===== src/rtl/feed_pkg.sv =====
// Shared types and sizing for the west-edge feed scheduler.
// Row count, FIFO depth and tile limit are fixed here so every file sizes its buses identically.
package feed_pkg;
  localparam int N_ROWS  = 4;
  localparam int DEPTH   = 8;
  localparam int MAX_LEN = 16;
  localparam int LW      = $clog2(MAX_LEN + 1);
  localparam int TW      = $clog2(MAX_LEN + N_ROWS);
  localparam int RW      = $clog2(N_ROWS);
  localparam int STALL_W = 16;

  typedef enum logic [1:0] {
    IDLE   = 2'd0,
    FILL   = 2'd1,
    STREAM = 2'd2,
    DONE   = 2'd3
  } state_t;
endpackage


===== src/rtl/feed_row_win.sv =====
// Per-row slice: write counter, loader-ready term, fill threshold and skew window.
// Row ROW is read while ROW <= t < ROW+len.
module feed_row_win
  import feed_pkg::*;
#(
  parameter int ROW = 0
) (
  input  logic          clk,
  input  logic          rstn,
  input  logic          i_clr,
  input  logic          i_wr,
  input  logic          i_full,
  input  logic [LW-1:0] i_len,
  input  logic [TW-1:0] i_t,
  output logic          o_ready,
  output logic          o_filled,
  output logic          o_active
);
  logic [LW-1:0] r_wcnt;
  logic [LW-1:0] w_fill_tgt;
  logic [TW:0]   w_t;
  logic [TW:0]   w_lo;
  logic [TW:0]   w_hi;

  always_ff @(posedge clk or negedge rstn) begin
    if (!rstn)      r_wcnt <= '0;
    else if (i_clr) r_wcnt <= '0;
    else if (i_wr)  r_wcnt <= r_wcnt + 1'b1;
  end

  // Prefill never waits for more than the FIFO can hold; longer tiles refill while streaming.
  assign w_fill_tgt = (i_len < LW'(DEPTH - 1)) ? i_len : LW'(DEPTH - 1);
  assign o_filled   = (r_wcnt >= w_fill_tgt);
  assign o_ready    = !i_full && (r_wcnt < i_len);

  assign w_t      = {1'b0, i_t};
  assign w_lo     = (TW+1)'(ROW);
  assign w_hi     = w_lo + (TW+1)'(i_len);
  assign o_active = (w_t >= w_lo) && (w_t < w_hi);
endmodule


===== src/rtl/feed_sched.sv =====
// Row-FIFO scheduler for the systolic array's west edge: gates loader writes,
// skews reads diagonally, freezes the wavefront on any dry active row, flushes between tiles.
module feed_sched
  import feed_pkg::*;
(
  input  logic                clk,
  input  logic                rstn,
  input  logic                start,
  input  logic [LW-1:0]       tile_len,
  input  logic                abort,
  input  logic                ld_valid,
  input  logic [RW-1:0]       ld_row,
  output logic                ld_ready,
  output logic [N_ROWS-1:0]   buf_wr_en,
  output logic [N_ROWS-1:0]   buf_rd_en,
  input  logic [N_ROWS-1:0]   buf_empty,
  input  logic [N_ROWS-1:0]   buf_full,
  output logic                buf_flush,
  output logic                busy,
  output logic                done,
  output logic [STALL_W-1:0]  stall_cnt
);
  state_t             r_state;
  logic [LW-1:0]      r_len;
  logic [TW-1:0]      r_t;
  logic [STALL_W-1:0] r_stall;
  logic               r_flush;

  logic [N_ROWS-1:0]  w_row_ready;
  logic [N_ROWS-1:0]  w_filled;
  logic [N_ROWS-1:0]  w_active;
  logic               w_start_ok;
  logic               w_clr;
  logic               w_wr_win;
  logic               w_wr;
  logic               w_adv;
  logic               w_last;
  logic [TW-1:0]      w_t_end;

  assign w_start_ok = start && (tile_len != '0) && (tile_len <= LW'(MAX_LEN));
  assign w_clr      = (r_state == IDLE) && w_start_ok;

  // The flush cycle is kept write-free so no word lands in a FIFO that is being reset.
  assign w_wr_win  = ((r_state == FILL) || (r_state == STREAM)) && !r_flush;
  assign ld_ready  = w_wr_win && w_row_ready[ld_row];
  assign w_wr      = ld_valid && ld_ready;
  assign buf_wr_en = w_wr ? (N_ROWS'(1) << ld_row) : '0;

  genvar gi;
  generate
    for (gi = 0; gi < N_ROWS; gi++) begin : g_row
      feed_row_win #(.ROW(gi)) u_row (
        .clk      (clk),
        .rstn     (rstn),
        .i_clr    (w_clr),
        .i_wr     (buf_wr_en[gi]),
        .i_full   (buf_full[gi]),
        .i_len    (r_len),
        .i_t      (r_t),
        .o_ready  (w_row_ready[gi]),
        .o_filled (w_filled[gi]),
        .o_active (w_active[gi])
      );
    end
  endgenerate

  assign w_adv     = ~|(w_active & buf_empty);
  assign w_t_end   = TW'(r_len) + TW'(N_ROWS - 2);
  assign w_last    = (r_t == w_t_end);
  assign buf_rd_en = ((r_state == STREAM) && w_adv) ? w_active : '0;

  always_ff @(posedge clk or negedge rstn) begin
    if (!rstn) begin
      r_state <= IDLE;
      r_len   <= '0;
      r_t     <= '0;
      r_stall <= '0;
      r_flush <= 1'b0;
    end else begin
      r_flush <= 1'b0;
      case (r_state)
        IDLE: begin
          if (w_start_ok) begin
            r_len   <= tile_len;
            r_t     <= '0;
            r_stall <= '0;
            r_flush <= 1'b1;
            r_state <= FILL;
          end
        end
        FILL: begin
          if (abort) begin
            r_flush <= 1'b1;
            r_state <= IDLE;
          end else if (&w_filled) begin
            r_state <= STREAM;
          end
        end
        STREAM: begin
          // Abort wins even over the final step, so a cancelled tile never reports done.
          if (abort) begin
            r_flush <= 1'b1;
            r_state <= IDLE;
          end else if (w_adv) begin
            r_t <= r_t + 1'b1;
            if (w_last) r_state <= DONE;
          end else if (r_stall != '1) begin
            r_stall <= r_stall + 1'b1;
          end
        end
        DONE:    r_state <= IDLE;
        default: r_state <= IDLE;
      endcase
    end
  end

  assign buf_flush = r_flush;
  assign busy      = (r_state != IDLE);
  assign done      = (r_state == DONE);
  assign stall_cnt = r_stall;
endmodule


===== config.mk =====
export PLATFORM = sky130hd
export DESIGN_NAME = feed_sched
export DESIGN_NICKNAME = d
export VERILOG_FILES = /design/src/rtl/feed_pkg.sv /design/src/rtl/feed_row_win.sv /design/src/rtl/feed_sched.sv
export SDC_FILE = /design/constraint.sdc
export NUM_CORES = 1
export LEC_CHECK = 0
export ABC_AREA = 0
export CORE_ASPECT_RATIO = 0.5
export CORE_UTILIZATION = 55
export CTS_BUF_LIST = sky130_fd_sc_hd__clkbuf_2 sky130_fd_sc_hd__clkbuf_4 sky130_fd_sc_hd__clkbuf_8
export DETAILED_ROUTE_END_ITERATION = 10
export PLACE_DENSITY = 0.89
export SKIP_CTS_REPAIR_TIMING = 1
export SLEW_MARGIN = 10
export SYNTH_ARGS = -nofsm -noshare
export SYNTH_HDL_FRONTEND = slang
export SYNTH_SLANG_ARGS = --single-unit

===== constraint.sdc =====
create_clock -name clk -period 3.9 [get_ports clk]
set_input_delay 0.585 -clock clk [delete_from_list [all_inputs] [get_ports clk]]
set_output_delay 0.585 -clock clk [all_outputs]
set_load 0.01 [all_outputs]

==> implementation parameters <==
Parameter                              Value

Global routing
  Overall track demand over capacity in global routing    27.6%
  Antenna violations before repair    0
  First-pass GRT wire length    17,200 um
  Maximum number of pins on one net before global-route repair    38
  Vias in the first global route    3,667
  Grt ovf    0

Synthesis
  Portion of the post-synthesis area used by sequential elements    29.6%
  Total standard cell area after synthesis    4150 um2
  Synthesized flop and latch total    49
  Syn. warnings    0
  Share of flip-flops with an asynchronous set or reset    100%
  Post-synthesis cell type count    57
  Avg Cell Area, Syn    8.82 um2
  Dominant synthesized flop cell    dfrtp_1
  Mapped Cells    470
  Number of enable-type register cells in the synthesized netlist    0

Timing
  Worst-case headroom to the max-slew limit    40.6%
  Fin crit share    99.2%
  Final-report hold violation count    0
  Unrepaired setup endpoints after global routing    true
  Worst Max-Slew Pin Slew    891 ps
  Max Slew Vio Count    0
  Final worst-path setup slack    31.7 ps
  Fin crit period    3870 ps
  Highest achievable clock rate    259 MHz
  Total of endpoints with negative setup slack in the final report    0
  Final-layout setup total negative slack    0 ps
  Worst clock skew    5.68 ps

Setup path
  Type of the worst setup path    reg -> out
  Required time at the worst-slack endpoint    3310 ps
  FF-to-FF Start    r_len[1]
  Worst setup EP type    primary output
  Slowest-stage cell, CP    or4_4
  Worst-path fanout max    5
  Cell-by-cell listing of the critical path    inv_2 -> ha_1 -> a2111o_1 -> a311oi_4 -> o21ai_1 -> or4_4 -> inv_1 -> clkdlybuf4s50_1
  Slowest stage delay, CP    550 ps
  Startpoint kind of the worst setup timing path    flop
  Worst Path Arrival    3280 ps
  Launch point of the critical path    r_len[4]

Floorplan
  Die area    7910 um2
  Num rows    21
  Top-level I/O count    48
  Floorplan die height    63.4 um
  Initial Utilization    59.3%
  DIE WIDTH    125 um
  Area of the core    6990 um2

Drt
  Wirelength, routed    10,500 um
  Highest signal layer in the routed design    met4
  DRC    7
  Detailed-router iteration count before antenna repair    7
  Antenna-violating nets left    0
  Amount of wire on met2 after detailed routing    4970 um
  Wire length per cell after detailed routing    16.8 um
  Total routed wire length on the met1 layer    4790 um
  Routed wl met3    528 um
  Overall via count from detail_route    3,839
  Via density per instance    6.14
  Detailed router's first-iteration violation count    224

Clock network
  Number of sinks handled by clock tree synthesis    49
  Maximum level of the CTS H-tree    2
  Later-pin clock latency in the skew report    310 ps
  Number of buffers inserted during clock tree synthesis    5
  CTS tree    yes
  Max clock buf depth    2
  Register clock-pin slew on the reported worst setup and hold paths    100 ps
  Root buf cell    clkbuf_8

Power
  PD cells    488 nW/um2
  Worst IR Drop VDD    0.287 mV
  Leak    2.39 nW

Run status
  Run status    complete, but fails checks
  Violations in the final reports    DRC

Finish
  Syn-to-layout area delta    19.7%
  Fraction of final layout cells with drive strength greater than 1    9.38%
  Most frequent standard cell in the layout excluding fill and tap cells    ha_1
  Count of inserted antenna diode cells    0
  Top library cells by usage in the layout, fill and taps aside    ha_1, dfrtp_1, clkdlybuf4s50_1
  Final net count    620

Worst hold path
  Worst hold-check path type    in -> async

Placement
  Detailed-placement wirelength estimate    7690 um
  RD Place Congestion    0.892
  I/O Buffers    47
  Post-Place Worst Slack    74.9 ps

Run
  Reported max-cap violation count    0
power breakdown:
group | internal (mW) | total (mW) | switching, mW
Clock | 0.134 | 0.321 | 0.188
Combinational | 0.626 | 1.41 | 0.787
Sequential | 0.581 | 0.686 | 0.105
logic make-up (layout without fill, tap and decap cells):
logic type               after synthesis  after routing  synth area share [%]
AO/OA/AOI/OAI                        113            113                  18.5
XOR/XNOR                              22             22                  4.65
adder cells (fa/ha/maj)               68             68                  20.5
buffers and inverters                 42            100                  4.20
flip-flops                            49             49                  29.6
multiplexers                           5              5                  1.21
other                                  1              6                0.0905
AND/OR/NAND/NOR                      170            170                  21.2
per-layer routing:
layer / up-vias / track usage, %
met5: - / 0
met4: 0 / 8.80
met3: 29 / 5.52
met2: 110 / 48.2
met1: 1854 / 34.5
li1: 1846 / -
flip-flops by register name, indices dropped and copies added (netlist names):
| register | cells |
|---|---|
| buf_flush | 1 |
| g_row.u_row.r_wcnt | 20 |
| r_len | 5 |
| r_state | 2 |
| r_t | 5 |
| stall_cnt | 16 |
cell type report:
type	instances	area, um2
clock buffer	6	76.3
tap	92	115
multi-input combinational	384	2800
inverter	24	93.8
timing repair buffer	68	636
fill	524	2030
clock inverter	2	15.0
sequential	49	1230
through the flow:
stage / cells / hold WS, ps / total power [mW] / util [%] / instance area [um2]
5_1_grt: 625 / 430 / 2.62 / 71.0 / 4960
6_report: 625 / 377 / 2.42 / 71.0 / 4960
3_3_place_gp: 611 / 512 / 1.93 / 68.3 / 4770
2_1_floorplan: 475 / 289 / 1.55 / - / 4160
4_1_cts: 619 / 420 / 2.33 / 69.6 / 4860
3_5_place_dp: 611 / 525 / 1.99 / 68.3 / 4770
worst max-delay path, delay by kind of cell (launching register included):
kind	cells	cell delay (ps)
AOI/OAI and AO/OA	3	950
adders and majority gates	1	260
buffers and inverters	3	750
DFF	1	460
and+or+nand+nor	1	550
path summary, 6_finish.rpt:
kind,endpoint,slack (ps),cells past startpoint
worst max-delay path,buf_wr_en[0],30,8
worst min-delay path,r_t[0],380,1
worst max register to register,r_t[4],530,11
worst min register to register,stall_cnt[1],550,2
max in group asynchronous,r_len[2],2780,2
min in group clk,stall_cnt[1],550,2
synth_stat cells (5+ instances only):
cell type	count	area [um2]
ha_1	68	851
dfrtp_1	49	1230
nand2_1	33	124
nor2_1	33	124
nand3_1	29	145
a21oi_1	26	130
inv_1	24	90.1
o21ai_0	21	105
nand2b_1	13	81.3
xnor2_1	13	114
clkbuf_1	11	41.3
nor3_1	10	50.1
a21o_1	9	67.6
xor2_1	9	78.8
o211ai_1	8	60.1
or4_1	8	60.1
and3_1	7	43.8
nor2b_1	6	37.5
o2111ai_1	6	52.6
o31ai_1	6	45.0
or3_1	6	37.5
a211o_1	5	43.8
and2_1	5	31.3
mux2i_1	5	50.1
nand4_1	5	31.3
nor4_1	5	31.3
Note: power is estimated with default switching activity, not from simulation.
